### config.mk
export PLATFORM = sky130hd
export DESIGN_NAME = pif_ram_arbiter_flat
export DESIGN_NICKNAME = d
export VERILOG_FILES = /design/src/rtl/pif_arb_pkg.sv /design/src/rtl/pif_ram_arbiter_if.sv /design/src/rtl/pif_arb_timeout.sv /design/src/rtl/pif_ram_arbiter.sv /design/src/flat_wrapper.sv
export SDC_FILE = /design/constraint.sdc
export NUM_CORES = 1
export LEC_CHECK = 0
export ABC_CLOCK_PERIOD_IN_PS = 1590
export BUFFER_PORTS_ARGS = -buffer_cell sky130_fd_sc_hd__buf_2
export CORE_MARGIN = 3
export CORE_UTILIZATION = 40
export CTS_BUF_LIST = sky130_fd_sc_hd__clkbuf_4 sky130_fd_sc_hd__clkbuf_8 sky130_fd_sc_hd__clkbuf_16
export DETAILED_ROUTE_END_ITERATION = 12
export HOLD_SLACK_MARGIN = 0.06
export PLACE_DENSITY = 0.7
export SYNTH_ARGS = -nofsm -noshare
export SYNTH_HDL_FRONTEND = slang
export SYNTH_SLANG_ARGS = --single-unit
### constraint.sdc
create_clock -name clk -period 1.59 [get_ports clk]
set_clock_uncertainty 0.2 [all_clocks]
set_input_delay 0.0795 -clock clk [delete_from_list [all_inputs] [get_ports clk]]
set_output_delay 0.0795 -clock clk [all_outputs]
set_load 0.005 [all_outputs]
### src/rtl/pif_arb_pkg.sv
// Shared types and constants for the PIF RAM arbiter family.
// Latency: n/a (types, constants and a pure grant-selection function).
// Backpressure: n/a.
package pif_arb_pkg;

    typedef enum logic [1:0] {
        IDLE = 2'b00,
        XFER = 2'b01,
        RESP = 2'b10
    } arb_state_t;

    localparam logic [1:0] OWN_NONE = 2'b00;
    localparam logic [1:0] OWN_CPU  = 2'b01;
    localparam logic [1:0] OWN_DMA  = 2'b10;

    // Read data returned to a requester whose access was aborted.
    localparam logic [7:0] ABORT_DATA = 8'hFF;

    // Pick the next owner. A lone requester always wins. On a tie the
    // requester that did not complete last wins, unless an unexpired
    // DMA lock holds the port for the DMA engine.
    function automatic logic [1:0] arb_pick(
        input logic       cpu_req,
        input logic       dma_req,
        input logic       lock_win,
        input logic [1:0] last_owner
    );
        logic [1:0] win;
        win = OWN_NONE;
        if (cpu_req && dma_req) begin
            if (lock_win || (last_owner == OWN_CPU)) begin
                win = OWN_DMA;
            end else begin
                win = OWN_CPU;
            end
        end else if (cpu_req) begin
            win = OWN_CPU;
        end else if (dma_req) begin
            win = OWN_DMA;
        end
        return win;
    endfunction

endpackage

### src/rtl/pif_ram_arbiter_if.sv
// Bundles the CPU, DMA and memory handshakes of the PIF RAM arbiter.
// Latency: n/a (wiring only).
// Backpressure: req held until valid on each requester; mem_oe held until mem_valid.
// Ports: cpu_* / dma_* requester side, mem_* memory side, owner/timeout_err status.
// modport master: the arbiter. modport slave: the requesters plus the memory.
interface pif_ram_arbiter_if #(
    parameter int ADDR_W = 12
);
    logic              cpu_req;
    logic              cpu_wr;
    logic [ADDR_W-1:0] cpu_addr;
    logic [7:0]        cpu_wdata;
    logic [7:0]        cpu_rdata;
    logic              cpu_valid;

    logic              dma_req;
    logic              dma_lock;
    logic              dma_wr;
    logic [ADDR_W-1:0] dma_addr;
    logic [7:0]        dma_wdata;
    logic [7:0]        dma_rdata;
    logic              dma_valid;

    logic              mem_oe;
    logic              mem_wr;
    logic [ADDR_W-1:0] mem_addr;
    logic [7:0]        mem_wdata;
    logic [7:0]        mem_rdata;
    logic              mem_valid;

    logic [1:0]        owner;
    logic              timeout_err;

    modport master (
        input  cpu_req, cpu_wr, cpu_addr, cpu_wdata,
        output cpu_rdata, cpu_valid,
        input  dma_req, dma_lock, dma_wr, dma_addr, dma_wdata,
        output dma_rdata, dma_valid,
        output mem_oe, mem_wr, mem_addr, mem_wdata,
        input  mem_rdata, mem_valid,
        output owner, timeout_err
    );

    modport slave (
        output cpu_req, cpu_wr, cpu_addr, cpu_wdata,
        input  cpu_rdata, cpu_valid,
        output dma_req, dma_lock, dma_wr, dma_addr, dma_wdata,
        input  dma_rdata, dma_valid,
        input  mem_oe, mem_wr, mem_addr, mem_wdata,
        output mem_rdata, mem_valid,
        input  owner, timeout_err
    );

endinterface

### src/rtl/pif_arb_timeout.sv
// Loadable down-counter that flags when an access has waited TIMEOUT cycles.
// Latency: start loads TIMEOUT-1; expire is high in the TIMEOUT-th enabled cycle after start.
// Backpressure: none; the counter holds at zero until reloaded.
// Ports: clk, reset_l (sync, active-low), start (load), enable (count), expire (combinational).
module pif_arb_timeout #(
    parameter int TIMEOUT = 64
) (
    input  logic clk,
    input  logic reset_l,
    input  logic start,
    input  logic enable,
    output logic expire
);

    localparam int            CW   = (TIMEOUT > 1) ? $clog2(TIMEOUT) : 1;
    localparam logic [CW-1:0] LOAD = CW'(TIMEOUT - 1);

    logic [CW-1:0] cnt_q;

    always_ff @(posedge clk) begin
        if (!reset_l) begin
            cnt_q <= '0;
        end else if (start) begin
            cnt_q <= LOAD;
        end else if (enable && (cnt_q != '0)) begin
            cnt_q <= cnt_q - CW'(1);
        end
    end

    assign expire = enable && (cnt_q == '0);

endmodule

### src/rtl/pif_ram_arbiter.sv
// Shares the 6502-side PIF RAM port between the CPU decode and the joybus DMA engine.
// Latency: grant at N, mem_oe at N+1, valid pulse one cycle after mem_valid (min N+2).
// Backpressure: requesters hold req until valid; a stalled memory is aborted after TIMEOUT cycles.
// Ports: clk, reset_l (sync, active-low), bus (master modport: cpu_*, dma_*, mem_*, owner, timeout_err).
module pif_ram_arbiter
    import pif_arb_pkg::*;
#(
    parameter int ADDR_W    = 12,
    parameter int MAX_BURST = 8,
    parameter int TIMEOUT   = 64
) (
    input  logic               clk,
    input  logic               reset_l,
    pif_ram_arbiter_if.master  bus
);

    localparam int BW = $clog2(MAX_BURST + 1);

    arb_state_t        state_q, state_d;
    logic [1:0]        win;
    logic [1:0]        grant_q;
    logic [1:0]        last_owner_q;
    logic [ADDR_W-1:0] addr_q;
    logic              wr_q;
    logic [7:0]        wdata_q;
    logic [7:0]        cpu_rdata_q;
    logic [7:0]        dma_rdata_q;
    logic              abort_q;

    // lock_q: dma_lock captured with the grant.
    // lock_prev_q: the last completion was a DMA access holding the lock.
    // locked_acc_q: the access in flight was granted through the lock.
    // burst_cnt_q counts completed lock-granted accesses, so a chain is the
    // round-robin grant that opened it plus at most MAX_BURST locked ones.
    logic              lock_q;
    logic              lock_prev_q;
    logic              locked_acc_q;
    logic [BW-1:0]     burst_cnt_q;

    logic              lock_win;
    logic              start;
    logic              done;
    logic              abort;
    logic              expire;
    logic              in_xfer;

    assign in_xfer  = (state_q == XFER);
    assign lock_win = lock_prev_q && (burst_cnt_q < BW'(MAX_BURST));

    pif_arb_timeout #(
        .TIMEOUT (TIMEOUT)
    ) u_timeout (
        .clk     (clk),
        .reset_l (reset_l),
        .start   (start),
        .enable  (in_xfer),
        .expire  (expire)
    );

    always_ff @(posedge clk) begin
        if (!reset_l) begin
            state_q <= IDLE;
        end else begin
            state_q <= state_d;
        end
    end

    always_comb begin
        state_d         = state_q;
        win             = OWN_NONE;
        start           = 1'b0;
        done            = 1'b0;
        abort           = 1'b0;

        bus.mem_oe      = in_xfer;
        bus.mem_wr      = in_xfer && wr_q;
        bus.mem_addr    = addr_q;
        bus.mem_wdata   = wdata_q;
        bus.cpu_valid   = (state_q == RESP) && (grant_q == OWN_CPU);
        bus.dma_valid   = (state_q == RESP) && (grant_q == OWN_DMA);
        bus.timeout_err = (state_q == RESP) && abort_q;
        bus.owner       = in_xfer ? grant_q : OWN_NONE;
        bus.cpu_rdata   = cpu_rdata_q;
        bus.dma_rdata   = dma_rdata_q;

        case (state_q)
            IDLE: begin
                win = arb_pick(bus.cpu_req, bus.dma_req, lock_win, last_owner_q);
                if (win != OWN_NONE) begin
                    start   = 1'b1;
                    state_d = XFER;
                end
            end
            XFER: begin
                // A completion in the expiry cycle still wins over the abort.
                if (bus.mem_valid) begin
                    done    = 1'b1;
                    state_d = RESP;
                end else if (expire) begin
                    abort   = 1'b1;
                    state_d = RESP;
                end
            end
            RESP: begin
                state_d = IDLE;
            end
            default: begin
                state_d = IDLE;
            end
        endcase
    end

    always_ff @(posedge clk) begin
        if (!reset_l) begin
            grant_q      <= OWN_NONE;
            last_owner_q <= OWN_DMA;
            addr_q       <= '0;
            wr_q         <= 1'b0;
            wdata_q      <= 8'h00;
            cpu_rdata_q  <= 8'h00;
            dma_rdata_q  <= 8'h00;
            abort_q      <= 1'b0;
            lock_q       <= 1'b0;
            lock_prev_q  <= 1'b0;
            locked_acc_q <= 1'b0;
            burst_cnt_q  <= '0;
        end else begin
            if (start) begin
                grant_q <= win;
                if (win == OWN_CPU) begin
                    addr_q       <= bus.cpu_addr;
                    wr_q         <= bus.cpu_wr;
                    wdata_q      <= bus.cpu_wdata;
                    lock_q       <= 1'b0;
                    locked_acc_q <= 1'b0;
                    burst_cnt_q  <= '0;
                end else begin
                    addr_q       <= bus.dma_addr;
                    wr_q         <= bus.dma_wr;
                    wdata_q      <= bus.dma_wdata;
                    lock_q       <= bus.dma_lock;
                    locked_acc_q <= lock_win;
                end
            end

            if (done || abort) begin
                abort_q <= abort;
                if (!wr_q) begin
                    if (grant_q == OWN_CPU) begin
                        cpu_rdata_q <= abort ? ABORT_DATA : bus.mem_rdata;
                    end else begin
                        dma_rdata_q <= abort ? ABORT_DATA : bus.mem_rdata;
                    end
                end
            end

            if (state_q == RESP) begin
                last_owner_q <= grant_q;
                if ((grant_q == OWN_DMA) && lock_q) begin
                    lock_prev_q <= 1'b1;
                    if (locked_acc_q) begin
                        burst_cnt_q <= burst_cnt_q + BW'(1);
                    end
                end else begin
                    lock_prev_q <= 1'b0;
                    if (grant_q == OWN_DMA) begin
                        burst_cnt_q <= '0;
                    end
                end
            end
        end
    end

endmodule
### src/flat_wrapper.sv
// flat-port wrapper written by rule: the top's interface ports become plain ports
module pif_ram_arbiter_flat import pif_arb_pkg::*;
#(
    parameter int ADDR_W    = 12,
    parameter int MAX_BURST = 8,
    parameter int TIMEOUT   = 64
)
  (clk, reset_l, bus_cpu_req, bus_cpu_wr, bus_cpu_addr, bus_cpu_wdata, bus_cpu_rdata, bus_cpu_valid, bus_dma_req, bus_dma_lock, bus_dma_wr, bus_dma_addr, bus_dma_wdata, bus_dma_rdata, bus_dma_valid, bus_mem_oe, bus_mem_wr, bus_mem_addr, bus_mem_wdata, bus_mem_rdata, bus_mem_valid, bus_owner, bus_timeout_err);
  pif_ram_arbiter_if #(.ADDR_W(ADDR_W)) bus_i ();
  input  logic clk;
  input  logic reset_l;
  input wire logic [$bits(bus_i.cpu_req)-1:0] bus_cpu_req;
  input wire logic [$bits(bus_i.cpu_wr)-1:0] bus_cpu_wr;
  input wire logic [$bits(bus_i.cpu_addr)-1:0] bus_cpu_addr;
  input wire logic [$bits(bus_i.cpu_wdata)-1:0] bus_cpu_wdata;
  output wire logic [$bits(bus_i.cpu_rdata)-1:0] bus_cpu_rdata;
  output wire logic [$bits(bus_i.cpu_valid)-1:0] bus_cpu_valid;
  input wire logic [$bits(bus_i.dma_req)-1:0] bus_dma_req;
  input wire logic [$bits(bus_i.dma_lock)-1:0] bus_dma_lock;
  input wire logic [$bits(bus_i.dma_wr)-1:0] bus_dma_wr;
  input wire logic [$bits(bus_i.dma_addr)-1:0] bus_dma_addr;
  input wire logic [$bits(bus_i.dma_wdata)-1:0] bus_dma_wdata;
  output wire logic [$bits(bus_i.dma_rdata)-1:0] bus_dma_rdata;
  output wire logic [$bits(bus_i.dma_valid)-1:0] bus_dma_valid;
  output wire logic [$bits(bus_i.mem_oe)-1:0] bus_mem_oe;
  output wire logic [$bits(bus_i.mem_wr)-1:0] bus_mem_wr;
  output wire logic [$bits(bus_i.mem_addr)-1:0] bus_mem_addr;
  output wire logic [$bits(bus_i.mem_wdata)-1:0] bus_mem_wdata;
  input wire logic [$bits(bus_i.mem_rdata)-1:0] bus_mem_rdata;
  input wire logic [$bits(bus_i.mem_valid)-1:0] bus_mem_valid;
  output wire logic [$bits(bus_i.owner)-1:0] bus_owner;
  output wire logic [$bits(bus_i.timeout_err)-1:0] bus_timeout_err;
  assign bus_i.cpu_req = bus_cpu_req;
  assign bus_i.cpu_wr = bus_cpu_wr;
  assign bus_i.cpu_addr = bus_cpu_addr;
  assign bus_i.cpu_wdata = bus_cpu_wdata;
  assign bus_cpu_rdata = bus_i.cpu_rdata;
  assign bus_cpu_valid = bus_i.cpu_valid;
  assign bus_i.dma_req = bus_dma_req;
  assign bus_i.dma_lock = bus_dma_lock;
  assign bus_i.dma_wr = bus_dma_wr;
  assign bus_i.dma_addr = bus_dma_addr;
  assign bus_i.dma_wdata = bus_dma_wdata;
  assign bus_dma_rdata = bus_i.dma_rdata;
  assign bus_dma_valid = bus_i.dma_valid;
  assign bus_mem_oe = bus_i.mem_oe;
  assign bus_mem_wr = bus_i.mem_wr;
  assign bus_mem_addr = bus_i.mem_addr;
  assign bus_mem_wdata = bus_i.mem_wdata;
  assign bus_i.mem_rdata = bus_mem_rdata;
  assign bus_i.mem_valid = bus_mem_valid;
  assign bus_owner = bus_i.owner;
  assign bus_timeout_err = bus_i.timeout_err;
  pif_ram_arbiter #(.ADDR_W(ADDR_W), .MAX_BURST(MAX_BURST), .TIMEOUT(TIMEOUT)) u_core (.clk(clk), .reset_l(reset_l), .bus(bus_i));
endmodule
==> report_table.html <==
<table>
<tr><th>Metric</th><th>Value</th></tr>
<tr><th colspan="2">Run status</th></tr>
<tr><td>Status</td><td>finished with violations</td></tr>
<tr><td>Violated checks</td><td>setup timing</td></tr>
<tr><th colspan="2">Run</th></tr>
<tr><td># Max-Cap Violations</td><td>0</td></tr>
<tr><th colspan="2">Timing</th></tr>
<tr><td>Setup repair after global routing missed its margin</td><td>yes</td></tr>
<tr><td>Number of endpoints failing setup at the final stage</td><td>18</td></tr>
<tr><td>Max_slew headroom</td><td>0.730</td></tr>
<tr><td>Transition time of the tightest slew-check pin</td><td>between 0.4 and 0.5 ns</td></tr>
<tr><td>Worst hold slack</td><td>~0.072 ns</td></tr>
<tr><td>Smallest setup slack after layout</td><td>-0.0825 ns</td></tr>
<tr><td>Hold Violations, Final</td><td>0</td></tr>
<tr><td>Maximum achievable frequency</td><td>approximately 600 MHz</td></tr>
<tr><td>Min Clock Period, post-route</td><td>approximately 1.7 ns</td></tr>
<tr><td>Max Slew Vio Count</td><td>0</td></tr>
<tr><td>Tcrit/Tclk final</td><td>1.05</td></tr>
<tr><th colspan="2">Detailed routing</th></tr>
<tr><td>Average detailed-routed wire length per instance</td><td>between 15 and 20 µm</td></tr>
<tr><td>Routed WL</td><td>9.37 mm</td></tr>
<tr><td>Number of nets still failing antenna checks after routing</td><td>0</td></tr>
<tr><td>Initial DRC Count</td><td>around 140</td></tr>
<tr><td>Vias</td><td>3058</td></tr>
<tr><td>Routed via count divided by cell count</td><td>5.37</td></tr>
<tr><td>Number of search-and-repair iterations in the first detailed-routing pass</td><td>5</td></tr>
<tr><td>Number of remaining DRC errors</td><td>0</td></tr>
<tr><th colspan="2">Worst hold path</th></tr>
<tr><td>Start point of the worst hold path</td><td>reset_l</td></tr>
<tr><td>Min-delay worst type</td><td>in2reg</td></tr>
<tr><th colspan="2">Clock network</th></tr>
<tr><td>H-tree level count</td><td>3</td></tr>
<tr><td>Longest Clk Path Bufs</td><td>2</td></tr>
<tr><td>Number of clock buffers inserted by TritonCTS</td><td>9</td></tr>
<tr><td>Insertion delay of the later-clocked pin in the worst-skew pair</td><td>0.33 ns</td></tr>
<tr><td>Clock tree from TritonCTS</td><td>done</td></tr>
<tr><td>Clock slew at the register clock pins of the worst setup and hold paths</td><td>about 0.070 ns</td></tr>
<tr><td>Root cell of the clock tree</td><td>sky130_fd_sc_hd__clkbuf_8</td></tr>
<tr><td>Clk sink count</td><td>57</td></tr>
<tr><th colspan="2">Layout</th></tr>
<tr><td>Highest-count cells in the layout ignoring fill and taps</td><td>sky130_fd_sc_hd__buf_2, sky130_fd_sc_hd__dlygate4sd3_1, sky130_fd_sc_hd__dfxtp_1</td></tr>
<tr><td>Number of antenna repair diodes</td><td>0</td></tr>
<tr><td>Number of fillers in the final layout</td><td>approximately 400</td></tr>
<tr><td>Non-filler instance count after layout</td><td>569</td></tr>
<tr><td>Most common library cell in the layout ignoring fill and taps</td><td>sky130_fd_sc_hd__buf_2</td></tr>
<tr><td>Fraction of layout instances using a drive strength above 1</td><td>0.409</td></tr>
<tr><td>Utilization after layout</td><td>0.731</td></tr>
<tr><td>Post-layout nets</td><td>about 550</td></tr>
<tr><td>Cell area after layout</td><td>around 4400 µm²</td></tr>
<tr><td>Area growth from synthesis to layout</td><td>72.3%</td></tr>
<tr><th colspan="2">Setup path</th></tr>
<tr><td>Setup crit start kind</td><td>register</td></tr>
<tr><td>Critical Path End Type</td><td>register</td></tr>
<tr><td>Cell family with most CP delay</td><td>simple AND/OR/NAND/NOR gates</td></tr>
<tr><td>Cells along the critical path</td><td>or3_4 -&gt; nor4_4 -&gt; buf_6 -&gt; o21ai_1 -&gt; mux2i_1</td></tr>
<tr><td>Master of the slowest instance on the critical path</td><td>sky130_fd_sc_hd__or3_4</td></tr>
<tr><td>Category of the most critical setup path</td><td>reg2reg</td></tr>
<tr><td>Reg2Reg Launch Point</td><td>u_core.u_timeout.cnt_q[4]</td></tr>
<tr><td>Worst stage delay on the critical path</td><td>0.40 ns</td></tr>
<tr><td>Critical path data required time</td><td>~1.6 ns</td></tr>
<tr><td>Critical path buffer and inverter count</td><td>1</td></tr>
<tr><td>Maximum net fanout on the critical path</td><td>8</td></tr>
<tr><td>Launch point of the critical path</td><td>u_core.u_timeout.cnt_q[4]</td></tr>
<tr><td>Data arrival time of the critical path</td><td>approximately 1.7 ns</td></tr>
<tr><th colspan="2">Yosys</th></tr>
<tr><td>Xor and xnor area share after synthesis</td><td>0.00681</td></tr>
<tr><td>Synthesized-area fraction occupied by ao, oa, aoi and oai cells</td><td>0.200</td></tr>
<tr><td>Synthesized area per cell</td><td>8.57 µm²</td></tr>
<tr><td>Largest family of logic cells by synthesized area</td><td>simple AND/OR/NAND/NOR gates</td></tr>
<tr><td>Simple-gate portion of the synthesized area</td><td>0.224</td></tr>
<tr><td>Count of flip-flops with a built-in enable after synthesis</td><td>0</td></tr>
<tr><td>Area of the mapped netlist</td><td>between 2000 and 3000 µm²</td></tr>
<tr><td>Post-synthesis cell type with the largest combined area</td><td>sky130_fd_sc_hd__dfxtp_1</td></tr>
<tr><td>Main synth FF type</td><td>sky130_fd_sc_hd__dfxtp_1</td></tr>
<tr><td>YS warnings</td><td>0</td></tr>
<tr><td>Cell count after synthesis</td><td>300</td></tr>
<tr><td>Top cells by area, synth</td><td>sky130_fd_sc_hd__dfxtp_1, sky130_fd_sc_hd__mux2i_1, sky130_fd_sc_hd__a211oi_1</td></tr>
<tr><td>Share of the synthesized area in the top cell type</td><td>0.444</td></tr>
<tr><td>Share of flip-flops with an asynchronous set or reset after synthesis</td><td>0</td></tr>
<tr><td>Synthesized-area fraction occupied by adder cells</td><td>0.0146</td></tr>
<tr><td>Fraction of the yosys area taken by sequential cells</td><td>0.444</td></tr>
<tr><td>Share of cell area taken by muxes after synthesis</td><td>0.0700</td></tr>
<tr><td>Net count after synthesis</td><td>~360</td></tr>
<tr><td>Number of distinct library cell variants in the gate-level netlist after synthesis</td><td>42</td></tr>
<tr><td>Number of storage elements in the synthesis netlist</td><td>57</td></tr>
<tr><th colspan="2">Global route</th></tr>
<tr><td>Largest net degree at the start of global routing</td><td>27</td></tr>
<tr><td>Number of antenna violations at the first check in global routing</td><td>0</td></tr>
<tr><td>Final global-route overflow total</td><td>0</td></tr>
<tr><td>Via count of the first global-routing pass</td><td>between 2000 and 3000</td></tr>
<tr><td>Global Route Usage Sum</td><td>0.237</td></tr>
<tr><td>Global-route wire length before repair</td><td>~14 mm</td></tr>
<tr><th colspan="2">Die</th></tr>
<tr><td>Die Footprint</td><td>7430 µm²</td></tr>
<tr><td>Floorplan die width</td><td>about 86 µm</td></tr>
<tr><td>Ports placed on the boundary</td><td>99</td></tr>
<tr><td>Y dimension of the die</td><td>between 80 and 90 µm</td></tr>
<tr><td>Initial standard-cell utilization of the core</td><td>0.424</td></tr>
<tr><td>Row cnt</td><td>28</td></tr>
<tr><td>Core ar.</td><td>6060 µm²</td></tr>
<tr><th colspan="2">Placed design</th></tr>
<tr><td>Port buffer count</td><td>98</td></tr>
<tr><td>Placement-stage cell area</td><td>~3300 µm²</td></tr>
<tr><td>Detailed Place HPWL</td><td>between 5 and 6 mm</td></tr>
<tr><td>Inst Count DP</td><td>483</td></tr>
<tr><td>Final RePlAce weighted congestion</td><td>between 0.7 and 0.8</td></tr>
<tr><th colspan="2">Pwr</th></tr>
<tr><td>Leakage power summed over all cells</td><td>around 2 nW</td></tr>
<tr><td>IR Drop Worst-Case VDD</td><td>just under 0.0005 V</td></tr>
<tr><td>Overall power consumption</td><td>~3.8 mW</td></tr>
<tr><td>Areal power density over the cells</td><td>~860 nW/µm²</td></tr>
</table>
## cells by family after synthesis
family,count (synthesis)
XOR/XNOR,2
buffers and inverters,26
flip-flops,57
AND/OR/NAND/NOR,114
multiplexers,18
AO/OA/AOI/OAI,80
adder cells (fa/ha/maj),3
## area by class of cell
class / instances / area, µm² / share of cell area
Clock buffer: 12 / 146 / 0.0330
Inverter: 9 / 36.3 / 0.00819
Clock inverter: 4 / 20.0 / 0.00452
Timing Repair Buffer: 194 / 1460 / 0.329
Tap cell: 75 / 93.8 / 0.0212
Sequential cell: 57 / 1160 / 0.261
Multi-Input combinational cell: 218 / 1520 / 0.343
## Yosys cell counts (2+ instances only)
cell,n
sky130_fd_sc_hd__nor2b_1,2
sky130_fd_sc_hd__buf_2,5
sky130_fd_sc_hd__or3_1,2
sky130_fd_sc_hd__o21ai_0,30
sky130_fd_sc_hd__nand2_1,25
sky130_fd_sc_hd__a21oi_1,12
sky130_fd_sc_hd__and3_1,3
sky130_fd_sc_hd__nor2_1,31
sky130_fd_sc_hd__o211ai_1,4
sky130_fd_sc_hd__dfxtp_1,57
sky130_fd_sc_hd__a32oi_1,2
sky130_fd_sc_hd__nand2b_1,7
sky130_fd_sc_hd__nand3_1,4
sky130_fd_sc_hd__clkbuf_1,12
sky130_fd_sc_hd__mux2i_1,18
sky130_fd_sc_hd__inv_1,7
sky130_fd_sc_hd__nand4_1,2
sky130_fd_sc_hd__ha_1,3
sky130_fd_sc_hd__a211oi_1,24
sky130_fd_sc_hd__and2_1,3
sky130_fd_sc_hd__nor3_1,26
## metal layers
layer	routed length [µm]	track usage
met1	4050	0.298
met3	579	0.0561
met2	4580	0.392
met5	0	0
met4	162	0.0935
## per-stage QoR
step           setup TNS [ns]  worst slack (ns)
6_report               -0.672           -0.0825
5_1_grt                 -1.85            -0.133
4_1_cts                -0.491           -0.0484
3_5_place_dp           -0.952           -0.0853
3_3_place_gp           -0.315           -0.0354
2_1_floorplan               0            0.0139
## power by group
group	internal, mW	switching (mW)
clock network	0.607	0.569
registers	1.55	0.0866
logic	0.528	0.485
total	2.68	1.14
## registers in the layout, indices dropped and copies added, names as in the netlist, 2 cells and up
signal	cells
u_core.bus.mem_addr	12
u_core.bus.cpu_rdata	8
u_core.bus.dma_rdata	8
u_core.bus.mem_wdata	8
u_core.u_timeout.cnt_q	6
u_core.burst_cnt_q	4
u_core.grant_q	2
u_core.last_owner_q	2
u_core.state_q	2
## worst register-to-register path: stages, from the launching register on
cell,delay (ns)
sky130_fd_sc_hd__dfxtp_2,0.33
sky130_fd_sc_hd__or3_4,0.40
sky130_fd_sc_hd__nor4_4,0.23
sky130_fd_sc_hd__buf_6,0.18
sky130_fd_sc_hd__o21ai_1,0.08
sky130_fd_sc_hd__mux2i_1,0.17
## timing repair
action                                  in CTS  in global routing
setup buffers                                3                  4
endpoints found under the setup margin      23                 49
pin swaps                                    6                  4
gates resized for setup                     24                 45
hold buffers                                60                  3
gates cloned                                 0                  1
endpoints found under the hold margin       43                  5
## path summary, 6_finish.rpt
path	to	slack, ns	cells after the start
worst min-delay path	u_core.bus.mem_wdata[5]	0.07	4
worst max register to register	u_core.bus.cpu_rdata[2]	-0.08	5
worst max-delay path	u_core.bus.cpu_rdata[2]	-0.08	5
worst min register to register	u_core.bus.cpu_rdata[3]	0.27	2
No activity file was read; power rests on OpenSTA's default activity.
